===== src/rtl/z80_mem_pkg.sv =====
// Shared definitions for the Z80 / host BSRAM arbiter: default widths,
// ROM boundary and the arbiter FSM state encoding.
package z80_mem_pkg;

    localparam int          DEF_ADDR_W  = 16;
    localparam int          DEF_DATA_W  = 8;
    localparam logic [15:0] DEF_ROM_TOP = 16'h8000;

    typedef enum logic [1:0] {
        ST_IDLE = 2'd0,
        ST_ZRD  = 2'd1,
        ST_HRD  = 2'd2
    } arb_state_e;

endpackage


===== src/rtl/z80_mem_arbiter_edge_pending.sv =====
// Rising-edge detector with a one-deep pending flag. A new edge merges into
// an already pending request; clr retires the request being served.
module edge_pending (
    input  logic clk,
    input  logic reset,
    input  logic level,
    input  logic inhibit,
    input  logic clr,
    output logic rise,
    output logic req
);

    logic level_q, level_d;
    logic pend_q, pend_d;

    always_comb begin
        level_d = level;
        rise    = level & ~level_q;
        // The request is visible in the same cycle as its edge so the
        // arbiter can issue without first waiting for the flag to register.
        req     = pend_q | (rise & ~inhibit);
        pend_d  = req & ~clr;
    end

    always_ff @(posedge clk) begin
        if (reset) begin
            level_q <= level;
            pend_q  <= 1'b0;
        end else begin
            level_q <= level_d;
            pend_q  <= pend_d;
        end
    end

endmodule


===== src/rtl/z80_mem_arbiter.sv =====
// Single-port BSRAM arbiter: Z80 bus accesses take absolute priority, a host
// loader port fills idle cycles, and Z80 writes into ROM are suppressed.
module z80_mem_arbiter
    import z80_mem_pkg::*;
#(
    parameter int                ADDR_W      = DEF_ADDR_W,
    parameter int                DATA_W      = DEF_DATA_W,
    parameter logic [ADDR_W-1:0] ROM_TOP     = ADDR_W'(DEF_ROM_TOP),
    parameter bit                HOST_ROM_WR = 1'b1
) (
    input  logic              clk,
    input  logic              reset,
    input  logic [ADDR_W-1:0] z80_addr,
    input  logic              z80_rd,
    input  logic              z80_wr,
    input  logic [DATA_W-1:0] z80_wdata,
    output logic [DATA_W-1:0] z80_rdata,
    output logic              z80_rvalid,
    output logic              z80_wr_blocked,
    output logic              z80_err,
    input  logic              host_valid,
    output logic              host_ready,
    input  logic              host_we,
    input  logic [ADDR_W-1:0] host_addr,
    input  logic [DATA_W-1:0] host_wdata,
    output logic [DATA_W-1:0] host_rdata,
    output logic              host_rvalid,
    output logic              ram_en,
    output logic              ram_we,
    output logic [ADDR_W-1:0] ram_addr,
    output logic [DATA_W-1:0] ram_wdata,
    input  logic [DATA_W-1:0] ram_rdata
);

    arb_state_e state_q, state_d;

    logic rd_rise, rd_req, rd_clr;
    logic wr_rise, wr_req, wr_clr;
    logic z80_in_rom, host_wr_blocked;
    logic host_ready_int;

    logic              ram_en_q, ram_en_d;
    logic              ram_we_q, ram_we_d;
    logic [ADDR_W-1:0] ram_addr_q, ram_addr_d;
    logic [DATA_W-1:0] ram_wdata_q, ram_wdata_d;
    logic              zcap_q, zcap_d;
    logic              hcap_q, hcap_d;
    logic [DATA_W-1:0] z80_rdata_q, z80_rdata_d;
    logic              z80_rvalid_q, z80_rvalid_d;
    logic              z80_wr_blocked_q, z80_wr_blocked_d;
    logic              z80_err_q, z80_err_d;
    logic [DATA_W-1:0] host_rdata_q, host_rdata_d;
    logic              host_rvalid_q, host_rvalid_d;

    edge_pending u_rd_pend (
        .clk     (clk),
        .reset   (reset),
        .level   (z80_rd),
        .inhibit (1'b0),
        .clr     (rd_clr),
        .rise    (rd_rise),
        .req     (rd_req)
    );

    // A write edge coinciding with a read edge is dropped; the read wins.
    edge_pending u_wr_pend (
        .clk     (clk),
        .reset   (reset),
        .level   (z80_wr),
        .inhibit (rd_rise),
        .clr     (wr_clr),
        .rise    (wr_rise),
        .req     (wr_req)
    );

    assign z80_in_rom      = (z80_addr < ROM_TOP);
    assign host_wr_blocked = !HOST_ROM_WR && (host_addr < ROM_TOP);

    always_comb begin
        state_d          = state_q;
        ram_en_d         = 1'b0;
        ram_we_d         = 1'b0;
        ram_addr_d       = ram_addr_q;
        ram_wdata_d      = ram_wdata_q;
        zcap_d           = 1'b0;
        hcap_d           = 1'b0;
        rd_clr           = 1'b0;
        wr_clr           = 1'b0;
        z80_wr_blocked_d = 1'b0;
        host_ready_int   = 1'b0;

        unique case (state_q)
            ST_IDLE: begin
                if (rd_req) begin
                    ram_en_d   = 1'b1;
                    ram_addr_d = z80_addr;
                    rd_clr     = 1'b1;
                    state_d    = ST_ZRD;
                end else if (wr_req) begin
                    wr_clr = 1'b1;
                    if (z80_in_rom) begin
                        z80_wr_blocked_d = 1'b1;
                    end else begin
                        ram_en_d    = 1'b1;
                        ram_we_d    = 1'b1;
                        ram_addr_d  = z80_addr;
                        ram_wdata_d = z80_wdata;
                    end
                end else begin
                    host_ready_int = 1'b1;
                    if (host_valid) begin
                        if (host_we) begin
                            // Blocked host writes are acknowledged but never reach the RAM.
                            if (!host_wr_blocked) begin
                                ram_en_d    = 1'b1;
                                ram_we_d    = 1'b1;
                                ram_addr_d  = host_addr;
                                ram_wdata_d = host_wdata;
                            end
                        end else begin
                            ram_en_d   = 1'b1;
                            ram_addr_d = host_addr;
                            state_d    = ST_HRD;
                        end
                    end
                end
            end
            // Read data appears the cycle after ZRD/HRD; the capture flag
            // lets IDLE issue the next access while the data is taken.
            ST_ZRD: begin
                zcap_d  = 1'b1;
                state_d = ST_IDLE;
            end
            ST_HRD: begin
                hcap_d  = 1'b1;
                state_d = ST_IDLE;
            end
            default: state_d = ST_IDLE;
        endcase
    end

    always_comb begin
        z80_rdata_d   = zcap_q ? ram_rdata : z80_rdata_q;
        z80_rvalid_d  = zcap_q;
        host_rdata_d  = hcap_q ? ram_rdata : host_rdata_q;
        host_rvalid_d = hcap_q;
        z80_err_d     = rd_rise & wr_rise;
    end

    always_ff @(posedge clk) begin
        if (reset) begin
            state_q          <= ST_IDLE;
            ram_en_q         <= 1'b0;
            ram_we_q         <= 1'b0;
            ram_addr_q       <= '0;
            ram_wdata_q      <= '0;
            zcap_q           <= 1'b0;
            hcap_q           <= 1'b0;
            z80_rdata_q      <= '0;
            z80_rvalid_q     <= 1'b0;
            z80_wr_blocked_q <= 1'b0;
            z80_err_q        <= 1'b0;
            host_rdata_q     <= '0;
            host_rvalid_q    <= 1'b0;
        end else begin
            state_q          <= state_d;
            ram_en_q         <= ram_en_d;
            ram_we_q         <= ram_we_d;
            ram_addr_q       <= ram_addr_d;
            ram_wdata_q      <= ram_wdata_d;
            zcap_q           <= zcap_d;
            hcap_q           <= hcap_d;
            z80_rdata_q      <= z80_rdata_d;
            z80_rvalid_q     <= z80_rvalid_d;
            z80_wr_blocked_q <= z80_wr_blocked_d;
            z80_err_q        <= z80_err_d;
            host_rdata_q     <= host_rdata_d;
            host_rvalid_q    <= host_rvalid_d;
        end
    end

    assign host_ready     = host_ready_int & ~reset;
    assign ram_en         = ram_en_q;
    assign ram_we         = ram_we_q;
    assign ram_addr       = ram_addr_q;
    assign ram_wdata      = ram_wdata_q;
    assign z80_rdata      = z80_rdata_q;
    assign z80_rvalid     = z80_rvalid_q;
    assign z80_wr_blocked = z80_wr_blocked_q;
    assign z80_err        = z80_err_q;
    assign host_rdata     = host_rdata_q;
    assign host_rvalid    = host_rvalid_q;

endmodule


===== config.mk =====
export PLATFORM = sky130hd
export DESIGN_NAME = z80_mem_arbiter
export DESIGN_NICKNAME = d
export VERILOG_FILES = /design/src/rtl/z80_mem_pkg.sv /design/src/rtl/z80_mem_arbiter_edge_pending.sv /design/src/rtl/z80_mem_arbiter.sv
export SDC_FILE = /design/constraint.sdc
export NUM_CORES = 1
export LEC_CHECK = 0
export BUFFER_PORTS_ARGS = -buffer_cell sky130_fd_sc_hd__buf_2
export CAP_MARGIN = 20
export CORE_UTILIZATION = 49
export CTS_CLUSTER_DIAMETER = 40
export DETAILED_ROUTE_END_ITERATION = 8
export PLACE_DENSITY = 0.84
export SYNTH_ARGS = -nofsm -noshare
export SYNTH_HDL_FRONTEND = slang
export SYNTH_SLANG_ARGS = --single-unit

===== constraint.sdc =====
create_clock -name clk -period 5.1 [get_ports clk]
set_clock_uncertainty 0.15 [all_clocks]
set_input_delay 0.765 -clock clk [delete_from_list [all_inputs] [get_ports clk]]
set_output_delay 0.765 -clock clk [all_outputs]
set_load 0.05 [all_outputs]

==> Yosys cells after proc, flatten, opt, wreduce, memory -nomap -nowiden <==
Index checks and enable logic that the tools add are counted.
W data, S select, Z words.
{ "classes": {"magnitude_cmp": 1, "n_eq_ne": 6, "muxes": 30, "bitwise": 19, "reduce_logical": 12} }
{ "op_table": {"columns": ["cell", "n"], "rows": [
  ["$mux W16", 4],
  ["$mux W8", 4],
  ["$mux W1", 22],
  ["$lt A16 B16 Y1 const B", 1],
  ["$not A1 Y1", 10],
  ["$reduce_and A3 Y1", 3],
  ["$and A1 B1 Y1", 7],
  ["$reduce_bool A2 Y1", 3],
  ["$reduce_and A5 Y1", 1],
  ["$ne A2 B2 Y1 const B", 2],
  ["$reduce_or A4 Y1", 1],
  ["$ne A3 B3 Y1 const B", 1],
  ["$reduce_bool A3 Y1", 1],
  ["$reduce_or A3 Y1", 1],
  ["$eq A2 B1 Y1 const B", 1],
  ["$eq A2 B2 Y1 const B", 1],
  ["$logic_not A2 Y1", 1],
  ["$ne A2 B1 Y1 const B", 1],
  ["$or A1 B1 Y1", 2],
  ["$reduce_or A2 Y1", 1]
]} }
{ "totals": {"reg_bits": 54, "input_bits": 62, "output_inout_bits": 47} }

==> Logic depth before layout (Yosys ltp) <==
Gate-level depths: netlist of the first run.
{ "depth": {"ltp_word": 10, "ltp_mapped": 7, "depth_no_buf": 5} }

==> By module <==
A second synthesis of the first run with hierarchy kept.
{ "hier_totals": {"cells_unflattened": 253, "area_unflattened_um2": 2481.1} }
{ "modules_own_cells": {"columns": ["module", "instances", "cells_per_inst", "area_each_um2", "seq_area_each_um2"], "rows": [
  ["z80_mem_arbiter", 1, 239, 2328.5, 1001.0],
  ["edge_pending", 2, 7, 76.3, 40.0]
]} }

==> Worst setup path after synthesis of the first run <==
OpenSTA, ideal clock, no wires.
{ "synth_path": {"path_type": "input port to output port", "start": "input reset", "end": "output host_ready", "t_arrival_ps": 2234, "t_required_ps": 4185, "path_slack_ps": 1951, "stages": 3, "cell_sequence": "clkbuf_1 > clkbuf_1 > nor3_1"} }
{ "synth_between": {"elab_chain_cells": 2} }
{ "synth_lines": {"columns": ["element", "line", "source"], "rows": [
  ["start, declared", "z80_mem_arbiter.sv:12", "input logic reset,"],
  ["$not A1 Y1", "z80_mem_arbiter.sv:182", "assign host_ready = host_ready_int & ~reset;"],
  ["$and A1 B1 Y1", "z80_mem_arbiter.sv:182", null],
  ["end, declared", "z80_mem_arbiter.sv:22", "output logic host_ready,"]
]} }
No other way between the ends.

==> Final worst setup path of the first run <==
{ "layout_path": {"start": "input z80_rd", "end": "output host_ready"} }
{ "layout_between": {"elab_chain_cells": 8, "word_cells_on_any_way": 9} }
{ "layout_lines": {"columns": ["element", "line", "source"], "rows": [
  ["start, declared", "z80_mem_arbiter.sv:14", "input logic z80_rd,"],
  ["$and A1 B1 Y1 (*)", "z80_mem_arbiter_edge_pending.sv:18", "rise = level & ~level_q;"],
  ["$not A1 Y1", "z80_mem_arbiter_edge_pending.sv:21", "req = pend_q | (rise & ~inhibit);"],
  ["$and A1 B1 Y1", "z80_mem_arbiter_edge_pending.sv:21", null],
  ["$or A1 B1 Y1", "z80_mem_arbiter_edge_pending.sv:21", null],
  ["$mux W1", "z80_mem_arbiter.sv:99", "end else if (wr_req) begin"],
  ["$mux W1 (*)", "z80_mem_arbiter.sv:94", "if (rd_req) begin"],
  ["$mux W1 (*)", "z80_mem_arbiter.sv:92", "unique case (state_q)"],
  ["$and A1 B1 Y1 (*)", "z80_mem_arbiter.sv:182", null]
]} }
Every way passes the cells marked *; elsewhere a longest branch is shown, timed or not.

==> results of run 1 <==
## sequential cells by signal (all words and copies together) (netlist names), 2 cells and up
name,count
ram_wdata,8
z80_rdata,8
ram_addr,16
state_q,2
host_rdata,8
## through the flow
step	power [mW]	instances	util, %	area (µm²)
after floorplan	0.676	208	-	2250
final	0.964	363	65.6	2870
after global routing	1.01	363	65.6	2870
after detailed placement	0.738	355	63.5	2780
after CTS	0.973	363	65.6	2870
after global placement	0.732	355	63.5	2780
## metal layers
layer	GRT usage (%)	vias to the layer above	part of all wire, %
met4	6.89	0	0.47
met2	36.2	79	49
met1	22.9	859	42
met3	7.56	2	7.9
li1	-	940	-
met5	0	-	0
## power breakdown
part	total (mW)	internal, mW	switching (mW)
Clock	0.236	0.0967	0.139
Combinational	0.262	0.0875	0.174
Sequential	0.466	0.450	0.0162
Total	0.964	0.634	0.330
## how the worst min path moves through the flow
stage / from / to / slack (ps)
floorplan: state_q[0] / hcap_q / 290
global placement: z80_rdata[3] / z80_rdata[3] / 320
detailed placement: state_q[0] / hcap_q / 330
CTS: state_q[0] / hcap_q / 330
global route: state_q[0] / hcap_q / 370
finish: state_q[0] / hcap_q / 340
## cell families (layout without fill, tap and decap cells)
logic type | Yosys count | count (layout) | synth area share, %
mux | 48 | 48 | 21.8
simple gates | 49 | 49 | 11.9
flops | 54 | 54 | 48.1
buf+inv | 17 | 120 | 4.01
compound gates | 40 | 40 | 14.2
## cell usage in the layout, fill, tap and decap left out, drive strengths merged, types with 2 or more instances in the layout
master and n:
buf 110, dfxtp 54, mux2i 40, nor2 27, a21oi 19, a211oi 17
mux2 8, nor3 6, clkbuf 5, nor2b 5, nor4 2, nor3b 2
nand2b 2, inv 2, clkinv 2
## cell type report
| cell class | count | area, µm² | share of cell area, % |
|---|---|---|---|
| tap | 52 | 65.1 | 2.26 |
| timing repair buffer | 110 | 556 | 19.3 |
| clock buffer | 5 | 68.8 | 2.39 |
| sequential | 54 | 1080 | 37.6 |
| multi-input combinational | 137 | 1070 | 37.4 |
| inverter | 2 | 7.51 | 0.261 |
| clock inverter | 3 | 21.3 | 0.740 |
==> impl_metrics.tcl, run 1 <==
set metrics [dict create \
    ioPinCount 109 \
    preCtsSetupSlack_ps 2360 \
    cp_common_cell "buf_2" \
    cts_sinks 54 \
    antenna_cells 0 \
    crit_family "simple AND/OR/NAND/NOR gates" \
    grt_pass1_vias 1835 \
    synthToLayoutAreaGrowth_pct 28.0 \
    slew_headroom_pct 32.8 \
    globalRoute.totalOverflow 0 \
    cp_max_fo 5 \
    synth-seq-cells 54 \
    hold_class "reg -> reg" \
    whs_path_depth 1 \
    synth_fp_nets 270 \
    path_clk_slew_ps 100 \
    required_ps 4180 \
    period_share_pct 53.1 \
    reg2reg_to "ram_wdata[2]" \
    crit_type "in -> out" \
    drive_above_1_share_pct 46.6 \
    antenna_left 0 \
    cp_num_cells 6 \
    synth_ff_type "dfxtp_1" \
    drt-total-wl_um 4890 \
    core.rowCount 24 \
    syn_inst 208 \
    vias 1880 \
    core_mm2 0.00438 \
    antenna_found_initial 0 \
    synthesis.area_mm2 0.00225 \
    clock_latency_ps 300 \
    timing.fmax_ghz 0.369 \
    hold_viol_final 0 \
    power.leakage_nw 1.40 \
    numPortBuffers 108 \
    crit_chain "buf_2, nor2b_4, nor2_1, nand2_1, nor3_1, buf_2" \
    max_stage_delay_ps 300 \
    worst_slack_ps 2390 \
    synth_cell_types 31 \
    syn_area_per_cell_um2 10.8 \
    drt_first_pass_iters 4 \
    synth_enable_flop_cells 0 \
    worst_path_max_delay_cell "buf_2" \
    drc_errors 0 \
    avgRoutedWirePerCell_um 13.5 \
    synth_commonest_cells "54 x dfxtp_1, 40 x mux2i_1, 27 x nor2_1, 18 x a21oi_1, 11 x clkbuf_1" \
    post_cts_buffers 0 \
    drv_cap 0 \
    whs_ps 336 \
    die_w_um 69.7 \
    async_reset_ff_share_pct 0 \
    arrival_ps 1790 \
    worst_slew_pin_slew_ps 1010 \
    synth_top_area_share_pct 48.1 \
    finalMaxSlewViolations 0 \
    rrSetupSlack_ps 2970 \
    post_cts_resized 0 \
    tns_ps 0 \
    period_needed_ps 2710 \
    gp_congestion 0.757 \
    worstReg2RegStart "u_wr_pend.level_q" \
    start_kind "input port" \
    yosys_warnings 0 \
    startpoint "z80_rd" \
    yosysMostFrequentCell "dfxtp_1" \
    worstSetupEndpointType "primary output" \
    drt_iter0_drc 69 \
    die_h_um 69.7 \
    power_density_mw_per_mm2 335 \
    cp-endpoint "host_ready" \
    initial_core_util_pct 51.2 \
    synth_top_area_cell "dfxtp_1" \
    crit_buf_inv 2 \
    rsz0062_at_grt "no" \
    status "finished, final reports clean" \
    die-area_mm2 0.00486 \
    netlist_top_cells_area "dfxtp_1 48%, mux2i_1 18%, a211oi_2 5.6%" \
    dp_hpwl_um 3550 \
    grt_pass1_wl_um 8010 \
    cts_buffer_depth 2 \
    nets 372 \
    cts_buffers 5 \
    finalSetupViolCount 0 \
    rr_worst_depth 5 \
    via_per_inst 5.18 \
    cts_root_buffer "clkbuf_8" \
    grt_max_degree 54 \
    htreeDepth 2 \
    cts_tree "yes" \
    grt.total_usage_pct 20.6 \
    yosysSeqAreaShare_pct 48.1 \
    fillers 365 \
    irDropWorstVdd_v 0.000170 \
    cts_hold_buf 0 \
]
Note: power is estimated with default switching activity, not from simulation.
==> inputs of run 2 (changes only) <==
--- a/config.mk
+++ b/config.mk
@@ -5,12 +5,13 @@
 export SDC_FILE = /design/constraint.sdc
 export NUM_CORES = 1
 export LEC_CHECK = 0
+export ABC_AREA = 1
 export BUFFER_PORTS_ARGS = -buffer_cell sky130_fd_sc_hd__buf_2
 export CAP_MARGIN = 20
-export CORE_UTILIZATION = 49
+export CORE_UTILIZATION = 46
 export CTS_CLUSTER_DIAMETER = 40
 export DETAILED_ROUTE_END_ITERATION = 8
-export PLACE_DENSITY = 0.84
+export PLACE_DENSITY = 0.79
 export SYNTH_ARGS = -nofsm -noshare
 export SYNTH_HDL_FRONTEND = slang
 export SYNTH_SLANG_ARGS = --single-unit
==> constraint.sdc (replaced) <==
create_clock -name clk -period 2.6 [get_ports clk]
set_clock_uncertainty 0.15 [all_clocks]
set_input_delay 0.39 -clock clk [delete_from_list [all_inputs] [get_ports clk]]
set_output_delay 0.39 -clock clk [all_outputs]
set_load 0.05 [all_outputs]
==> impl_metrics.tcl, run 2 <==
set metrics [dict create \
    status "finished, final reports clean" \
    core.rowCount 25 \
    htreeDepth 2 \
    vias 2383 \
    via_per_inst 4.53 \
    slew_headroom_pct 60.4 \
    synth_fp_nets 416 \
    drive_above_1_share_pct 27.9 \
    netlist_top_cells_area "dfxtp_1 47%, nand2_1 19%, nor2_1 15%" \
    rrSetupSlack_ps 800 \
    start_kind "flop" \
    cts_buffer_depth 2 \
    fin_area_mm2 0.00298 \
    synth-seq-cells 54 \
    period_needed_ps 2170 \
    yosysSeqAreaShare_pct 46.7 \
    cts_root_buffer "clkbuf_8" \
    grt_pass1_vias 2103 \
    preCtsSetupSlack_ps 634 \
    path_clk_slew_ps 110 \
    die_h_um 72.9 \
    arrival_ps 1630 \
    synth_enable_flop_cells 0 \
    yosysMostFrequentCell "nand2_1" \
    ioPinCount 109 \
    synthesis.area_mm2 0.00231 \
    synth_top_area_share_pct 46.7 \
    globalRoute.totalOverflow 0 \
    finalMaxSlewViolations 0 \
    irDropWorstVdd_v 0.000372 \
    power_mw 1.99 \
    post_cts_buffers 0 \
    grt.total_usage_pct 21.1 \
    largest_register_ffs 16 \
    synthToLayoutAreaGrowth_pct 28.9 \
    yosys_warnings 0 \
    hold_path.startpoint "z80_wr" \
    fillers 457 \
    avgRoutedWirePerCell_um 10.1 \
    initial_core_util_pct 48.4 \
    antenna_left 0 \
    tns_ps 0 \
    whs_path_depth 1 \
    crit_type "reg -> out" \
    dp_hpwl_um 3910 \
    drt_first_pass_iters 4 \
    synth_cell_types 20 \
    required_ps 2060 \
    power.leakage_nw 1.73 \
    gp_congestion 0.757 \
    hold_class "in -> reg" \
    cts_hold_buf 0 \
    antenna_found_initial 0 \
    power_density_mw_per_mm2 666 \
    regArea_mm2 0.00108 \
    post_cts_resized 0 \
    syn_inst 354 \
    layout_commonest_cell "nand2_1" \
    drt-total-wl_um 5320 \
    drc_errors 0 \
    grt_max_degree 41 \
    drt_iter0_drc 44 \
    holdPathEnd "u_wr_pend.level_q" \
    syn_area_per_cell_um2 6.54 \
    synth_ff_type "dfxtp_1" \
    antenna_cells 0 \
    nets 520 \
    synth_commonest_cells "115 x nand2_1, 90 x nor2_1, 54 x dfxtp_1, 30 x inv_1" \
    worstSetupEndpointType "primary output" \
    core_mm2 0.00479 \
    worst_slack_ps 434 \
    clock_latency_ps 310 \
    grt_pass1_wl_um 8840 \
    synth_top_area_cell "dfxtp_1" \
    cts_buffers 5 \
    die-area_mm2 0.00532 \
    drv_cap 0 \
    hold_viol_final 0 \
    cts_tree "yes" \
    cts_sinks 54 \
    timing.fmax_ghz 0.462 \
    worstReg2RegStart "u_rd_pend.level_q" \
    worst_slew_pin_slew_ps 593 \
    layout.cells.most_common_list "115 x nand2_1, 108 x buf_2, 90 x nor2_1" \
    die_w_um 72.9 \
    numPortBuffers 108 \
    rr_worst_depth 8 \
    period_share_pct 83.3 \
    cp_max_fo 3 \
    rsz0062_at_grt "no" \
    placed_cell_area_mm2 0.00289 \
    async_reset_ff_share_pct 0 \
    finalSetupViolCount 0 \
    reg2reg_to "ram_addr[7]" \
    multi_input_area_mm2 0.00103 \
]
run 2: final cells by class:
| cell class | instances | share of cell area, % |
|---|---|---|
| multi-input combinational | 252 | 34.5 |
| sequential | 54 | 36.2 |
| timing repair buffer | 111 | 18.9 |
| clock inverter | 3 | 0.964 |
| clock buffer | 5 | 2.31 |
| inverter | 34 | 4.28 |
| tap | 67 | 2.81 |
run 2: worst max-delay path, stage by stage (launching register included):
cell and delay, ps:
dfxtp_1 340, nor2_1 180, inv_1 100, nor2_2 180, nand2_1 120, nor2_1 120
buf_2 270
run 2: metrics by stage:
step,std cells,hold slack (ps),util (%)
after global routing,526,30.2,62.4
after detailed placement,518,284,60.3
final,526,44.1,62.4
after CTS,526,36.7,62.4
after floorplan,354,268,-
after global placement,518,285,60.3
run 2: worst max path at each step:
| stage | start | endpoint | slack [ps] |
|---|---|---|---|
| 3_3_place_gp | z80_rd | host_ready | 640 |
| 2_1_floorplan | z80_rd | host_ready | 570 |
| 4_1_cts | state_q[0] | host_ready | 410 |
| 6_report | state_q[0] | host_ready | 430 |
| 5_1_grt | state_q[0] | host_ready | 280 |
| 3_5_place_dp | z80_rd | host_ready | 630 |
run 2: cell families (layout without fill, tap and decap cells):
| kind of cell | count (synthesis) | after routing | share of synthesized area, % |
|---|---|---|---|
| compound gates | 18 | 18 | 4.38 |
| flops | 54 | 54 | 46.7 |
| buf+inv | 48 | 153 | 8.76 |
| simple gates | 234 | 234 | 40.2 |
run 2: report_power, final:
group / internal [mW] / switching (mW) / leakage [nW]
Sequential: 0.891 / 0.0312 / 0.443
Clock: 0.202 / 0.295 / 0.0506
Combinational: 0.155 / 0.414 / 1.24
Total: 1.25 / 0.740 / 1.73
run 2: metal layers:
layer  up-vias  wire, µm  global-route usage [%]
met5         -         0                       0
met4         0        49                    6.75
met3         5       290                    4.56
met1      1032      2410                    25.2
met2        77      2560                    37.7
li1       1269         -                       -
==> inputs of run 3 (changes only) <==
--- a/config.mk
+++ b/config.mk
@@ -5,13 +5,13 @@
 export SDC_FILE = /design/constraint.sdc
 export NUM_CORES = 1
 export LEC_CHECK = 0
-export ABC_AREA = 1
+export ABC_AREA = 0
 export BUFFER_PORTS_ARGS = -buffer_cell sky130_fd_sc_hd__buf_2
 export CAP_MARGIN = 20
-export CORE_UTILIZATION = 46
+export CORE_UTILIZATION = 41
 export CTS_CLUSTER_DIAMETER = 40
 export DETAILED_ROUTE_END_ITERATION = 8
-export PLACE_DENSITY = 0.79
+export PLACE_DENSITY = 0.75
 export SYNTH_ARGS = -nofsm -noshare
 export SYNTH_HDL_FRONTEND = slang
 export SYNTH_SLANG_ARGS = --single-unit
==> constraint.sdc (replaced) <==
create_clock -name clk -period 1.9 [get_ports clk]
set_clock_uncertainty 0.15 [all_clocks]
set_input_delay 0.285 -clock clk [delete_from_list [all_inputs] [get_ports clk]]
set_output_delay 0.285 -clock clk [all_outputs]
set_load 0.05 [all_outputs]
==> impl_metrics.tcl, run 3 (synthesis gave the netlist of run 1 again) <==
set metrics [dict create \
    path_clk_slew_ps 100 \
    worst_slew_pin_slew_ps 518 \
    fillers 461 \
    clock_latency_ps 310 \
    finalMaxSlewViolations 0 \
    cts_tree "yes" \
    drive_above_1_share_pct 49.5 \
    nets 382 \
    avgRoutedWirePerCell_um 12.5 \
    p_switching_uw 890 \
    cts_root_buffer "clkbuf_8" \
    wl_met3_um 409 \
    synthToLayoutAreaGrowth_pct 35.1 \
    ioPinCount 109 \
    power_density_mw_per_mm2 865 \
    globalRoute.totalOverflow 0 \
    htreeDepth 2 \
    tns_ps 0 \
    grt.total_usage_pct 16.7 \
    largest_register_ffs 16 \
    timing.fmax_ghz 0.551 \
    cts_sinks 54 \
    power_mw 2.62 \
    switching_share_pct 33.9 \
    cp_max_fo 5 \
    rsz0062_at_grt "no" \
    finalSetupViolCount 0 \
    drt_first_pass_iters 4 \
    start_kind "flop" \
    antenna_cells 0 \
    die_w_um 76.0 \
    period_needed_ps 1820 \
    vias 1882 \
    arrival_ps 1380 \
    routed.top_layer "met4" \
    die-area_mm2 0.00578 \
    period_share_pct 95.6 \
    core_mm2 0.00520 \
    grt_pass1_vias 1698 \
    cts_buffers 5 \
    core.rowCount 26 \
    drc_errors 0 \
    layout.cells.most_common_list "107 x buf_2, 53 x dfxtp_1, 40 x mux2i_1" \
    drt-total-wl_um 4900 \
    drt_iter0_drc 60 \
    hold_class "in -> reg" \
    power.leakage_nw 1.46 \
    cts_buffer_depth 2 \
    required_ps 1460 \
    gp_congestion 0.785 \
    layout_commonest_cell "buf_2" \
    combPwrFrac_pct 28.4 \
    met2_length_um 2240 \
    numPortBuffers 108 \
    antenna_left 0 \
    grt_max_degree 53 \
    grt_pass1_wl_um 7800 \
    initial_core_util_pct 43.1 \
    intPower_mw 1.73 \
    irDropWorstVdd_v 0.000524 \
    crit_type "reg -> out" \
    hold_viol_final 0 \
    drv_cap 0 \
    antenna_found_initial 0 \
    via_per_inst 4.81 \
    power_frac_seq_pct 47.6 \
    clkPwrFrac_pct 24.0 \
    worstSetupEndpointType "primary output" \
    drt-met1-wl_um 2210 \
    post_cts_buffers 0 \
    status "finished, final reports clean" \
    slew_headroom_pct 65.4 \
    dp_hpwl_um 3500 \
    die_h_um 76.0 \
]
-- run 3: repair_timing --
action                                 CTS  global route
setup endpoints to repair                1             9
pin swaps                                0             1
gates resized for setup                  2             6
endpoints found under the hold margin    2             0
hold buffers                             2             0
-- run 3: metal layers --
| metal | global-route usage, % | vias to the layer above |
|---|---|---|
| met3 | 6.35 | 5 |
| met5 | 0 | - |
| met2 | 26.1 | 80 |
| met4 | 5.19 | 0 |
| met1 | 21.2 | 840 |
| li1 | - | 957 |
-- run 3: critical path: stages (launching register included) --
cell and delay, ps:
dfxtp_1 320, buf_4 140, nor2_2 130, nand2_2 100, nor3_4 200, buf_6 180
-- run 3: cell type report --
| class | instances | area [µm²] | share of cell area, % |
|---|---|---|---|
| Clock buffer | 5 | 68.8 | 2.27 |
| Inverter | 2 | 7.51 | 0.247 |
| Sequential cell | 54 | 1080 | 35.7 |
| Tap cell | 70 | 87.6 | 2.89 |
| Clock inverter | 3 | 21.3 | 0.701 |
| Multi-Input combinational cell | 137 | 1100 | 36.2 |
| Timing Repair Buffer | 120 | 667 | 22.0 |
-- run 3: final timing paths --
check	startpoint	to	cells after the start	slack (ps)
worst min-delay path	ram_rdata[3]	host_rdata[3]	3	80
worst min register to register	state_q[0]	hcap_q	1	340
worst max register to register	u_rd_pend.level_q	ram_addr[6]	5	120
worst max-delay path	state_q[1]	host_ready	5	80
-- run 3: per-stage QoR --
step	util (%)	cells	setup slack (ps)	hold slack [ps]	area [µm²]
after floorplan	-	208	23.7	163	2260
after global placement	55.8	381	43.7	264	2900
after detailed placement	55.8	381	5.03	268	2900
after CTS	58.0	391	13.8	66.9	3020
after global routing	58.3	391	8.60	74.7	3030
final	58.3	391	84.3	76.4	3030
-- run 3: power by group through the flow --
stage	combinational (mW)	clock [mW]	sequential, mW
finish	0.745	0.629	1.25
detailed placement	0.739	0	1.27
floorplan	0.310	0	1.51
CTS	0.746	0.657	1.25
global placement	0.729	0	1.27
global route	0.792	0.708	1.26
